==> src/rtl/fb_write_coalescer_if.sv <==
// fb_write_coalescer_if: pixel-in, flush, and DDR write-data/write-address FIFO signals
interface fb_write_coalescer_if #(parameter int LINE_ADDR_W = 27);
  logic                   pixel_valid_in;
  logic                   pixel_ready_out;
  logic [LINE_ADDR_W+2:0] pixel_addr_in;
  logic [15:0]            pixel_data_in;
  logic                   flush_in;
  logic                   flush_done_out;
  logic                   wdata_valid_out;
  logic                   wdata_ready_in;
  logic [143:0]           wdata_out;
  logic                   wlast_out;
  logic                   waddr_valid_out;
  logic                   waddr_ready_in;
  logic [LINE_ADDR_W-1:0] waddr_out;
  logic [31:0]            lines_written_out;
  modport master (
    input  pixel_valid_in, pixel_addr_in, pixel_data_in, flush_in, wdata_ready_in, waddr_ready_in,
    output pixel_ready_out, flush_done_out, wdata_valid_out, wdata_out, wlast_out,
           waddr_valid_out, waddr_out, lines_written_out
  );
  modport slave (
    output pixel_valid_in, pixel_addr_in, pixel_data_in, flush_in, wdata_ready_in, waddr_ready_in,
    input  pixel_ready_out, flush_done_out, wdata_valid_out, wdata_out, wlast_out,
           waddr_valid_out, waddr_out, lines_written_out
  );
endinterface

==> src/rtl/fb_write_coalescer.sv <==
// fb_write_coalescer: merges RGB565 pixel writes into 128-bit strobed DDR line writes
module fb_write_coalescer #(
  parameter int LINE_ADDR_W  = 27,
  parameter int IDLE_TIMEOUT = 64
) (
  input logic clk_in,
  input logic rst_in,
  fb_write_coalescer_if.master bus
);
  localparam int TW = IDLE_TIMEOUT > 1 ? $clog2(IDLE_TIMEOUT) : 1;
  localparam logic [TW-1:0] TO_M1 = IDLE_TIMEOUT > 0 ? TW'(IDLE_TIMEOUT - 1) : '0;
  logic                   acc_valid;
  logic [LINE_ADDR_W-1:0] acc_line;
  logic [127:0]           acc_data;
  logic [15:0]            acc_strb;
  logic                   dv, av;
  logic [143:0]           out_data;
  logic [LINE_ADDR_W-1:0] out_addr;
  logic [TW-1:0]          timer;
  logic                   flush_pend, flush_done;
  logic [31:0]            lines;
  logic                   out_free, accept, fp, timeout, close, fresh, done, dv_n, av_n, freed;
  logic [LINE_ADDR_W-1:0] pline;
  logic [2:0]             slot;
  logic [127:0]           new_data;
  logic [15:0]            new_strb;
  always_comb begin
    out_free = !dv && !av;
    accept   = bus.pixel_valid_in && bus.pixel_ready_out;
    pline    = bus.pixel_addr_in[LINE_ADDR_W+2:3];
    slot     = bus.pixel_addr_in[2:0];
    fp       = flush_pend || bus.flush_in;
    timeout  = IDLE_TIMEOUT != 0 && timer == TO_M1 && !accept;
    // a pixel for another line can only be accepted while out_free, so it always closes here
    close    = acc_valid && out_free &&
               ((&acc_strb) || timeout || (fp && !accept) || (accept && pline != acc_line));
    fresh    = close || !acc_valid;
    new_data = ((fresh ? 128'b0 : acc_data) & ~(128'hFFFF << {slot, 4'b0000})) |
               (128'(bus.pixel_data_in) << {slot, 4'b0000});
    new_strb = (fresh ? 16'b0 : acc_strb) | (16'h3 << {slot, 1'b0});
    dv_n     = dv && !bus.wdata_ready_in;
    av_n     = av && !bus.waddr_ready_in;
    freed    = (dv || av) && !dv_n && !av_n;
    done     = fp && !acc_valid && out_free && !accept;
  end
  always_ff @(posedge clk_in or posedge rst_in) begin
    if (rst_in) begin
      acc_valid  <= 1'b0;
      acc_line   <= '0;
      acc_data   <= '0;
      acc_strb   <= '0;
      dv         <= 1'b0;
      av         <= 1'b0;
      out_data   <= '0;
      out_addr   <= '0;
      timer      <= '0;
      flush_pend <= 1'b0;
      flush_done <= 1'b0;
      lines      <= '0;
    end else begin
      dv <= close || dv_n;
      av <= close || av_n;
      if (close) begin
        out_data <= {acc_data, acc_strb};
        out_addr <= acc_line;
      end
      if (accept) begin
        acc_valid <= 1'b1;
        acc_line  <= pline;
        acc_data  <= new_data;
        acc_strb  <= new_strb;
      end else if (close) acc_valid <= 1'b0;
      timer      <= (accept || close || !acc_valid) ? '0 : (timer == TO_M1 ? timer : timer + 1'b1);
      flush_pend <= fp && !done;
      flush_done <= done;
      lines      <= lines + 32'(freed);
    end
  end
  assign bus.pixel_ready_out   = !rst_in && (!acc_valid || out_free);
  assign bus.flush_done_out    = flush_done;
  assign bus.wdata_valid_out   = dv;
  assign bus.wdata_out         = out_data;
  assign bus.wlast_out         = 1'b1;
  assign bus.waddr_valid_out   = av;
  assign bus.waddr_out         = out_addr;
  assign bus.lines_written_out = lines;
endmodule

==> src/flat_wrapper.sv <==
// flat-port wrapper written by rule: the top's interface ports become plain ports
module fb_write_coalescer_flat 
#(
  parameter int LINE_ADDR_W  = 27,
  parameter int IDLE_TIMEOUT = 64
)
  (clk_in, rst_in, bus_pixel_valid_in, bus_pixel_addr_in, bus_pixel_data_in, bus_flush_in, bus_wdata_ready_in, bus_waddr_ready_in, bus_pixel_ready_out, bus_flush_done_out, bus_wdata_valid_out, bus_wdata_out, bus_wlast_out, bus_waddr_valid_out, bus_waddr_out, bus_lines_written_out);
  fb_write_coalescer_if #(.LINE_ADDR_W(LINE_ADDR_W)) bus_i ();
  input logic clk_in;
  input logic rst_in;
  input wire logic [$bits(bus_i.pixel_valid_in)-1:0] bus_pixel_valid_in;
  input wire logic [$bits(bus_i.pixel_addr_in)-1:0] bus_pixel_addr_in;
  input wire logic [$bits(bus_i.pixel_data_in)-1:0] bus_pixel_data_in;
  input wire logic [$bits(bus_i.flush_in)-1:0] bus_flush_in;
  input wire logic [$bits(bus_i.wdata_ready_in)-1:0] bus_wdata_ready_in;
  input wire logic [$bits(bus_i.waddr_ready_in)-1:0] bus_waddr_ready_in;
  output wire logic [$bits(bus_i.pixel_ready_out)-1:0] bus_pixel_ready_out;
  output wire logic [$bits(bus_i.flush_done_out)-1:0] bus_flush_done_out;
  output wire logic [$bits(bus_i.wdata_valid_out)-1:0] bus_wdata_valid_out;
  output wire logic [$bits(bus_i.wdata_out)-1:0] bus_wdata_out;
  output wire logic [$bits(bus_i.wlast_out)-1:0] bus_wlast_out;
  output wire logic [$bits(bus_i.waddr_valid_out)-1:0] bus_waddr_valid_out;
  output wire logic [$bits(bus_i.waddr_out)-1:0] bus_waddr_out;
  output wire logic [$bits(bus_i.lines_written_out)-1:0] bus_lines_written_out;
  assign bus_i.pixel_valid_in = bus_pixel_valid_in;
  assign bus_i.pixel_addr_in = bus_pixel_addr_in;
  assign bus_i.pixel_data_in = bus_pixel_data_in;
  assign bus_i.flush_in = bus_flush_in;
  assign bus_i.wdata_ready_in = bus_wdata_ready_in;
  assign bus_i.waddr_ready_in = bus_waddr_ready_in;
  assign bus_pixel_ready_out = bus_i.pixel_ready_out;
  assign bus_flush_done_out = bus_i.flush_done_out;
  assign bus_wdata_valid_out = bus_i.wdata_valid_out;
  assign bus_wdata_out = bus_i.wdata_out;
  assign bus_wlast_out = bus_i.wlast_out;
  assign bus_waddr_valid_out = bus_i.waddr_valid_out;
  assign bus_waddr_out = bus_i.waddr_out;
  assign bus_lines_written_out = bus_i.lines_written_out;
  fb_write_coalescer #(.LINE_ADDR_W(LINE_ADDR_W), .IDLE_TIMEOUT(IDLE_TIMEOUT)) u_core (.clk_in(clk_in), .rst_in(rst_in), .bus(bus_i));
endmodule
==> config.mk <==
export PLATFORM = sky130hd
export DESIGN_NAME = fb_write_coalescer_flat
export DESIGN_NICKNAME = d
export VERILOG_FILES = /design/src/rtl/fb_write_coalescer_if.sv /design/src/rtl/fb_write_coalescer.sv /design/src/flat_wrapper.sv
export SDC_FILE = /design/constraint.sdc
export NUM_CORES = 1
export LEC_CHECK = 0
export BUFFER_PORTS_ARGS = -buffer_cell sky130_fd_sc_hd__buf_4
export CAP_MARGIN = 10
export CORE_ASPECT_RATIO = 1.25
export CORE_MARGIN = 3
export CORE_UTILIZATION = 55
export CTS_BUF_LIST = sky130_fd_sc_hd__clkbuf_4
export CTS_CLUSTER_SIZE = 25
export DETAILED_ROUTE_END_ITERATION = 16
export PLACE_DENSITY = 0.81
export SLEW_MARGIN = 20
export SYNTH_ARGS = -nofsm -noshare
export SYNTH_HDL_FRONTEND = slang
export SYNTH_SLANG_ARGS = --single-unit
==> constraint.sdc <==
create_clock -name clk_in -period 14.5 [get_ports clk_in]
set_input_delay 2.9 -clock clk_in [delete_from_list [all_inputs] [get_ports clk_in]]
set_output_delay 2.9 -clock clk_in [all_outputs]
set_load 0.01 [all_outputs]
==> run_results.csv <==
group,metric,value,unit
floorplan,fp-row-count,69,
detailed_routing,routed_wl,40700,microns
setup_path,cpLargestDelayFamily,"buffers and inverters",
setup_path,cpPeakStageDelay,0.27,ns
synthesis,ys_ff_latch,385,
setup_path,cp-startpoint,"rst_in",
setup_path,critPathBufInv,2,
sta,min_period,6.40,ns
setup_path,rr_worst_depth,6,
grt,grt_max_degree,128,
power_and_ir_drop,power.density,202,mW/mm^2
grt,antenna_found_initial,3,
sta,tns,0,ns
clock_tree,htreeDepth,3,
layout,finish.net_count,1704,
floorplan,start_util,0.560,
setup_path,path_max_fanout,3,
setup_path,path_common_cell,"buf_4",
layout,layout_commonest_cell,"dfrtp_1",
synthesis,synth_cell_types,44,
floorplan,die-area,0.0311,sq mm
sta,setup_viol,0,
setup_path,path_depth,3,
floorplan,ios,260,
synthesis,yosysTopAreaCell,"dfrtp_1",
min_path,min_from,"u_core.bus.lines_written_out[31]$_DFF_PP0_",
setup_path,crit_slowest_cell,"a21oi_1",
clock_tree,cts_tree,"done",
clock_tree,clk_pin_slew,0.06,ns
synthesis,yosys_warnings,0,
clock_tree,cts_resized,0,
clock_tree,cts_buffers,93,
min_path,min_path_type,"flop to flop",
detailed_routing,ant_nets,0,
placement,gp_congestion,0.788,
setup_path,startpoint_type,"input pin",
setup_path,rr_endpoint,"u_core.bus.wdata_out[143]$_DFFE_PP0P_",
floorplan,die_height,196,microns
setup_path,worstPathArrival,3.50,ns
grt,grt_pass1_vias,12100,
detailed_routing,vias_per_cell,5.85,
setup_path,critPathCaptureType,"output pin",
clock_tree,cts.sinks,385,
layout,mostFrequentLayoutCells,"385 x dfrtp_1, 275 x buf_4, 243 x nand2_1",
grt,grt_use_total,0.262,
run,cap_violations,0,
synthesis,synth-edff-count,0,
sta,fmax,156,MHz
layout,area_growth,19.9,%
clock_tree,cts_setup_buffers,0,
sta,clock_skew,0.0341,ns
detailed_routing,first_pass_iters,5,
setup_path,crit_chain,"buf_4, a21oi_1, buf_4",
setup_path,r2r_start,"u_core.acc_valid$_DFFE_PP0P_",
setup_path,ff2ff_setup_slack,10.44,ns
setup_path,setup.worst_path.end,"bus_pixel_ready_out",
setup_path,critPathRequiredTime,11.60,ns
setup_path,worstSetupPathType,"input pin to output pin",
detailed_routing,dr.first_iter.drc_count,1026,
detailed_routing,wl_per_cell,19.7,microns
detailed_routing,drc,0,
placement,port-buffer-count,258,
floorplan,coreArea,0.0285,sq mm
synthesis,synth_nets,1430,
sta,period_share,0.442,
detailed_routing,num_vias,12000,
placement,hpwl,25900,microns
sta,worstMarginPinSlew,1.09,ns
layout,drive_above_1_share,0.304,
synthesis,synth_area_per_cell,11.6,sq um
floorplan,die_w,158,microns
synthesis,ys_seq_area_frac,0.604,
synthesis,netlist_instances,1375,
power_and_ir_drop,p_leak,9.34,nW
synthesis,synth_area,0.0159,sq mm
clock_tree,ctsHoldBuffers,0,
clock_tree,clk_latency,0.71,ns
placement,place_ws,8.09,ns
sta,fin_ws,8.10,ns
synthesis,synth_top_area_share,0.604,
synthesis,synthArstFlopShare,1.00,
layout,fillCellCount,2135,
sta,slew_violations,0,
sta,hold_violations,0,
synthesis,ys.flop_type,"dfrtp_1",
grt,grt_pass1_wl,64600,microns
grt,globalRoute.totalOverflow,0,
synthesis,synth.area.top_cells,"dfrtp_1 60%, mux2_2 6.5%, nand2_1 5.7%",
clock_tree,root_buffer,"clkbuf_4",
sta,slew-limit-headroom,0.271,
clock_tree,clk_path_buf_depth,3,
power_and_ir_drop,peakVddDrop,113,uV
outcome,outcome,"finished, final reports clean",
sta,holdWs,0.474,ns
sta,rsz0062_at_grt,"false",
## logic make-up after synthesis
group,count (synthesis),share of synthesized area
buffers and inverters,108,0.0317
DFF,385,0.604
and+or+nand+nor,347,0.0938
xor gates and xnor gates,59,0.0324
other,1,0.000235
AOI/OAI and AO/OA,299,0.113
muxes,173,0.122
adders and majority gates,3,0.00236
## Yosys cell counts, types with 3 or more instances
library cell  instances
nor3_1               11
and3_1               16
xnor2_1              22
o21ai_0             140
ha_1                  3
a21oi_1              32
buf_6                 9
nand3b_1              4
dfrtp_1             385
nor4_1                7
nand4_1              13
buf_1                13
inv_1                11
nand3_1               9
mux2_1               79
buf_2                12
xor2_1               37
clkbuf_1             51
a22oi_1             114
nor2_1               27
mux2_2               92
clkbuf_2             11
o21ai_1               7
nand2_1             244
## registers in the layout, summed over array words and instances (netlist names), 6 cells and up
| register | count |
|---|---|
| u_core.bus.waddr_out | 27 |
| u_core.timer | 6 |
| u_core.bus.lines_written_out | 32 |
| u_core.acc_data | 128 |
| u_core.acc_strb | 16 |
| u_core.acc_line | 27 |
| u_core.bus.wdata_out | 144 |
## through the flow
stage	cell area [sq um]	util	instances	power, mW
6_report	19100	0.671	2060	3.86
5_1_grt	19100	0.671	2060	4.12
4_1_cts	19100	0.671	2058	3.89
3_5_place_dp	18000	0.633	1909	3.05
3_3_place_gp	18000	0.633	1909	2.97
2_1_floorplan	15900	-	1375	2.48
## metal layers
metal  track usage  vias to the layer above  share of wire
met5             0                        -              0
met2         0.402                      519           0.48
li1              -                     5377              -
met1         0.347                     6039           0.40
met3        0.0668                      108          0.076
met4         0.131                        0          0.047
## worst min-delay path by stage
stage,end,slack [ns],depth (start not counted)
2_1_floorplan,u_core.timer[2]$_DFFE_PP0P_,0.45,1
3_5_place_dp,u_core.bus.lines_written_out[31]$_DFF_PP0_,0.46,1
3_3_place_gp,u_core.bus.lines_written_out[31]$_DFF_PP0_,0.46,1
6_report,u_core.bus.lines_written_out[31]$_DFF_PP0_,0.47,1
4_1_cts,u_core.bus.lines_written_out[31]$_DFF_PP0_,0.47,1
5_1_grt,u_core.bus.lines_written_out[31]$_DFF_PP0_,0.49,1
## where the power goes
part | internal [mW] | leakage (nW) | total [mW] | switching [mW]
Clock | 0.431 | 0.659 | 0.836 | 0.406
Combinational | 0.638 | 3.73 | 1.24 | 0.604
Sequential | 1.48 | 4.95 | 1.79 | 0.309
Total | 2.55 | 9.34 | 3.86 | 1.32
## final cells by class
cell class / count / area (sq um) / area share
Clock inverter: 10 / 41.3 / 0.00216
Clock buffer: 139 / 1040 / 0.0546
Inverter: 11 / 48.8 / 0.00255
Antenna cell: 2 / 5.00 / 0.000262
Multi-Input combinational cell: 882 / 5830 / 0.305
Timing Repair Buffer: 276 / 2080 / 0.109
Tap cell: 355 / 444 / 0.0232
Sequential cell: 385 / 9630 / 0.504
## worst reg2reg max path: cells and delay by family, from the launching register on
family / cells / cell delay [ns]
buf+inv: 1 / 0.94
mux: 1 / 0.50
flops: 1 / 0.68
compound gates: 2 / 0.89
simple gates: 2 / 0.95
(Power assumes the default switching activity.)
